--- src/rtl/mem_stream_demux.sv ---
// mem_stream_demux: routes a word stream to NDEST double-paged memories.
// Each accepted word is written one cycle later to the selected memory at
// {page, cnt[sel]}. A start pulse flips the page and clears the counters.
// Ports:
//   clk, reset_n            clock, synchronous active-low reset
//   start                   one-cycle event-boundary pulse
//   sel, stream_dat/valid   incoming word and its destination index
//   wr_en/wr_addr/wr_dat    registered one-hot write port to the memories
//   cnt_sel/cnt_out         registered readback of a destination's count
//   ovf, bad_sel            sticky overflow / illegal-destination flags
module mem_stream_demux #(
  parameter int unsigned DATA_W = 12,
  parameter int unsigned NDEST  = 24,
  parameter int unsigned ADDR_W = 6
) (
  input  logic              clk,
  input  logic              reset_n,
  input  logic              start,
  input  logic [4:0]        sel,
  input  logic [DATA_W-1:0] stream_dat,
  input  logic              stream_valid,
  output logic [NDEST-1:0]  wr_en,
  output logic [ADDR_W:0]   wr_addr,
  output logic [DATA_W-1:0] wr_dat,
  input  logic [4:0]        cnt_sel,
  output logic [ADDR_W:0]   cnt_out,
  output logic [NDEST-1:0]  ovf,
  output logic              bad_sel
);

  localparam int unsigned CW    = ADDR_W + 1;
  localparam int unsigned DEPTH = 1 << ADDR_W;
  localparam int unsigned IDX_W = (NDEST > 1) ? $clog2(NDEST) : 1;

  typedef enum logic {IDLE, RUN} state_t;

  state_t          state;
  logic            page;
  logic [CW-1:0]   cnt [NDEST];

  logic            active;
  logic            sel_ok;
  logic            rd_ok;
  logic [IDX_W-1:0] sel_idx;
  logic [IDX_W-1:0] rd_idx;
  logic [CW-1:0]   cur_cnt;
  logic            accept;
  logic            overflow;
  logic            bad;
  logic            page_nxt;
  logic [CW-1:0]   cnt_rd;

  // Accept decode; start is applied before the coincident word, so the
  // word sees the new page and a cleared counter.
  always_comb begin
    active   = stream_valid & ((state == RUN) | start);
    sel_ok   = 32'(sel) < 32'(NDEST);
    sel_idx  = sel_ok ? IDX_W'(sel) : '0;
    cur_cnt  = start ? '0 : cnt[sel_idx];
    accept   = active & sel_ok & (cur_cnt != CW'(DEPTH));
    overflow = active & sel_ok & (cur_cnt == CW'(DEPTH));
    bad      = active & ~sel_ok;
    page_nxt = start ? ~page : page;
    rd_ok    = 32'(cnt_sel) < 32'(NDEST);
    rd_idx   = rd_ok ? IDX_W'(cnt_sel) : '0;
    cnt_rd   = rd_ok ? cnt[rd_idx] : '0;
  end

  // State, counters, flags and the registered write port.
  always_ff @(posedge clk) begin
    if (!reset_n) begin
      state   <= IDLE;
      page    <= 1'b1;
      wr_en   <= '0;
      wr_addr <= '0;
      wr_dat  <= '0;
      cnt_out <= '0;
      ovf     <= '0;
      bad_sel <= 1'b0;
      for (int unsigned d = 0; d < NDEST; d++) cnt[d] <= '0;
    end else begin
      if (start) state <= RUN;
      page    <= page_nxt;
      cnt_out <= cnt_rd;
      wr_en   <= accept ? (NDEST'(1) << sel_idx) : '0;
      if (accept) begin
        wr_addr <= {page_nxt, cur_cnt[ADDR_W-1:0]};
        wr_dat  <= stream_dat;
      end
      if (start) begin
        ovf <= '0;
        for (int unsigned d = 0; d < NDEST; d++) cnt[d] <= '0;
      end
      // Later assignments override the start clear for the coincident word.
      if (accept)   cnt[sel_idx] <= cur_cnt + CW'(1);
      if (overflow) ovf[sel_idx] <= 1'b1;
      if (bad)      bad_sel <= 1'b1;
    end
  end

endmodule

--- config.mk ---
export PLATFORM = sky130hd
export DESIGN_NAME = mem_stream_demux
export DESIGN_NICKNAME = d
export VERILOG_FILES = /design/src/rtl/mem_stream_demux.sv
export SDC_FILE = /design/constraint.sdc
export NUM_CORES = 1
export LEC_CHECK = 0
export CORE_MARGIN = 5
export CORE_UTILIZATION = 25
export DETAILED_ROUTE_END_ITERATION = 10
export PLACE_DENSITY_LB_ADDON = 0.3
export SLEW_MARGIN = 20
export SYNTH_ARGS = -nofsm -noshare
export SYNTH_HDL_FRONTEND = slang
export SYNTH_SLANG_ARGS = --single-unit
--- constraint.sdc ---
create_clock -name clk -period 5.8 [get_ports clk]
set_input_delay 1.45 -clock clk [delete_from_list [all_inputs] [get_ports clk]]
set_output_delay 1.45 -clock clk [all_outputs]
set_load 0.02 [all_outputs]
; After elaboration in Yosys (flattened, before gate mapping)
; Memory sizes are Yosys's and may differ from the RTL's. A register that Yosys moved wholly into a read port is not among the register bits.
; Cells that the tools add are included.
[op_classes]
n_addsub = 1
n_div = 0
n_bitwise = 33
n_eq_ne = 2
muxes = 40
n_lt_le_gt_ge = 4
shift = 1
mul = 0
reduce_logical = 4
[ops]
columns = op, count
row1 = $mux W7, 25
row2 = $mux W24, 3
row3 = $or A1 B1 Y1, 25
row4 = $or A24 B24 Y24, 1
row5 = $shl A1 B5 Y24 const A, 1
row6 = $lt A5 B5 Y1 const B, 2
row7 = $mux W5, 2
row8 = $mux W1, 9
row9 = $add A7 B1 Y7 const B, 1
row10 = $eq A7 B7 Y1 const B, 1
row11 = $ne A7 B7 Y1 const B, 1
row12 = $lt A5 B6 Y1 const B, 1
row13 = $and A1 B1 Y1, 5
row14 = $demux W1 S5, 1
row15 = $ge A5 B1 Y1 const B, 1
row16 = $reduce_and A2 Y1, 2
row17 = $not A1 Y1, 2
row18 = $logic_and A1 B1 Y1, 1
row19 = $logic_not A1 Y1, 1
[word_totals]
output_inout_bits = 75
ramBits = 168
word_cells = 93
memories = 1
latch_bits = 0
in_bits = 26
ff_bits = 70
romBits = 0
[memory_table]
columns = name, words, word_bits, read_ports, rd_ports_with_merged_regs, wr, line_no
row1 = cnt, 24, 7, 2, 1, 25, 39  ; logic [CW-1:0] cnt [NDEST];

; Depth between registers and ports, before layout
; An unclocked memory read counts as a cell.
[depth]
depth_word = 9
depth_mapped = 17
depth_no_buf = 12

; Worst setup path after synthesis
; OpenSTA, ideal clock, no wires.
[synth_timing]
path_type = input to register
from = input port sel[3]
to = memory cnt[27][0] (netlist name) (enable)
setup_time_ns = 0.380
arrival_ns = 4.490
stages = 13
path_buffers = 4
setup_slack_ns = 0.930
required_ns = 5.420
path_cell_list = ha_1 > buf_6 > nor2b_1 > clkbuf_1 > a21oi_1 > a2111o_1 > and2_1 > ha_1 > nand3_1 > o31ai_2 > buf_2 > buf_2 > nor3_1
[synth_rtl]
columns = element, line_no
row1 = start: declaration, 19  ; input logic [4:0] sel,
row2 = end: declaration, 39

==> results.md <==
- Die width: 252 um
- Num ports: 101
- GRT Util Overall: 16.5%
- Largest net degree at the start of global routing: 56
- Syn. warnings: 0
- Area share of fa/ha/maj cells after synthesis: 0.428%
- HP Start: wr_dat[6]
- Final nets: 1386
- DP HPWL: 39.6 mm
- Syn nets: 1256
- Cell area after layout: 18100 um2
- Core Box Area: 57800 um2
- DR iter-0 viols: 1334
- Mapped cell area: 14600 um2
- Clk_skew: 0.0262 ns
- Post-synth EDFFs: 224
- Share of cells above drive strength 1: 18.1%
- Max VDD drop: 191 uV
- Leak: 6.16 nW
- Crit Path Max Fanout: 55
- Share of the yosys chip area belonging to registers: 56.6%
- Max-slew violations: 0
- Met3 usage: 4.90%
- Placed cell areas: 17000 um2
- Worst Path Arrival: 5.58 ns
- R2r startpoint: cnt[19][0]
- Final Hold Violating Endpoints: 0
- CTS resizes: 0
- Vias: 11800
- Area Overhead vs Synth: 23.5%
- Final Cycle Share: 91.5%
- Full die area: 63400 um2
- Top FF cell, synth: edfxtp_1
- CTS Root Cell: clkbuf_16
- CP required: 6.08 ns
- Num CTS Buffers: 36
- Share of synthesized flip-flops with an asynchronous set or reset: 0%
- Setup slack after layout: 0.494 ns
- Die Y: 252 um
- Slew @ Worst Pin: 1.06 ns
- Routed wire length: 54.5 mm
- Global route hottest layer: met2
- Worst-path clk slew: 0.05 ns
- Final ANT Viol Nets: 0
- Critical path class: in2reg
- Postcts setup bufs: 0
- Post-place setup slack: -0.0516 ns
- Overall Power: 5.22 mW
- RSZ-0062 raised after global routing: no
- CTS tree: yes
- CP Launch Type: input pin
- Slew headroom: 28.6%
- GR Util met1: 22.3%
- Mux contribution to synthesized area: 9.67%
- Min-delay worst type: reg2reg
- Number of global-route vias before repair: 11600
- Final setup viols: 0
- Final non-filler cell total: 2148
- PwrDens: 289 nW/um2
- Synth Instances: 1225
- Unique masters post-synth: 66
- First-pass GRT wire length: 79.3 mm
- Max Cap Violations: 0
- Worst Setup End Kind: flip-flop
- Diodes inserted: 0
- Gr ovfl total: 0
- Clock sinks: 301
- Compound-cell area share of the yosys netlist: 14.1%
- Synth Area in XOR/XNOR: 0.240%
- F_max: 0.188 GHz
- Wire length per cell: 25.4 um
- Syn_area_per_cell: 11.9 um2
- Initial antenna violation count: 2
- Largest family of logic cells by synthesized area: compound AO/OA/AOI/OAI gates
- Fin util: 31.2%
- Status: finished, final reports clean
- Worst Setup SP: sel[3]
- Htree depth: 2
- First-pass detailed-route iteration total: 6
- Later-pin clock latency in the skew report: 0.54 ns
- DR DRC count: 0
- Tmin final: 5.31 ns
- Buffers on Ports: 100
- Placed cell count: 2082
- CTS Hold Bufs: 0
- Starting Density: 25.3%
- Post-DR vias/cell: 5.49
- Met2 usage: 25.7%
- RD Place Congestion: 0.952
- Simple-gate portion of the synthesized area: 13.9%
- Standard-cell row count: 88
- CTS max path bufs: 3
- Fill cells: 5864
- Synth Register Bits: 301
[state kept, by name, summed over array words and instances, names as in the netlist]
name	cells
cnt_out	7
bad_sel	1
ovf	24
page	1
state	1
wr_addr	7
wr_dat	12
cnt	224
wr_en	24
[area by class of cell]
class	count	area (um2)	share of cell area, %
flip-flops and latches	301	8270	45.8
multi-input cells	772	5690	31.5
repair buffers	218	1970	10.9
well taps	765	957	5.30
clock buffers	44	931	5.16
clock inverters	22	140	0.776
inverters	26	97.6	0.541
[kinds of logic (layout without fill, tap and decap cells)]
family | Yosys count | after routing
flops | 301 | 301
mux | 89 | 89
xor+xnor | 4 | 4
compound gates | 280 | 280
buf+inv | 152 | 310
simple gates | 394 | 394
fa+ha+maj | 5 | 5
[critical path, cell delays in order]
cell	delay [ns]
clkdlybuf4s50_1	0.50
ha_1	0.54
and3b_1	0.42
buf_4	0.23
o21ai_0	0.06
o21ai_0	0.11
a221oi_1	0.63
o211ai_1	0.32
o31ai_4	0.36
buf_12	0.32
buf_4	0.28
o21ai_0	0.11
buf_4	0.22
[path summary, 6_finish.rpt]
kind / depth (start not counted) / to / slack, ns
hold reg to reg: 2 / wr_dat[6] / 0.46
setup / recovery: 13 / cnt[1][0] / 0.49
setup reg to reg: 11 / cnt[27][5] / 2.07
hold / removal: 2 / wr_dat[6] / 0.46
[cell usage after synthesis, types with 15 or more instances]
cell | n | area share, %
o221ai_1 | 36 | 2.2
nor3b_1 | 17 | 0.87
o22ai_1 | 34 | 1.5
o211ai_1 | 16 | 0.82
a21oi_1 | 32 | 1.1
a32o_1 | 24 | 1.6
dfxtp_1 | 77 | 11
mux4_2 | 34 | 5.2
clkbuf_1 | 62 | 1.6
buf_2 | 37 | 1.3
nor2_1 | 60 | 1.5
o21ai_0 | 56 | 1.9
edfxtp_1 | 224 | 46
nand2_1 | 79 | 2.0
nor4_1 | 41 | 1.8
inv_1 | 24 | 0.62
nor3_1 | 135 | 4.6
nand2b_1 | 15 | 0.64
mux2i_1 | 37 | 2.5
[layout by cell type, fill, tap and decap left out, types with 34 or more instances in the layout]
master	netlist	routed
nor2_1	60	59
mux2i_1	37	37
buf_4	10	111
nor3_1	135	131
nor4_1	41	41
clkbuf_16	0	36
clkdlybuf4s50_1	0	97
edfxtp_1	224	224
dfxtp_1	77	77
mux4_2	34	34
o21ai_0	56	55
nand2_1	79	78
o221ai_1	36	36
o22ai_1	34	34
[per-stage QoR]
step	TNS, ns	hold slack (ns)
2_1_floorplan	0	0.433
3_3_place_gp	0	0.444
3_5_place_dp	-0.359	0.446
4_1_cts	0	0.461
5_1_grt	0	0.478
6_report	0	0.459
[report_power, final]
group	switching (mW)	internal, mW	total [mW]
Sequential	0.0427	2.39	2.43
Clock	0.905	1.15	2.06
Combinational	0.480	0.256	0.736
Total	1.43	3.80	5.22
[routing by layer]
layer	routed length, um	vias to the layer above	part of all wire, %
met3	5510	122	10
li1	-	5104	-
met2	24300	658	45
met4	1830	2	3.4
met1	22800	5903	42
met5	18	-	0.033
(Power assumes the default switching activity.)
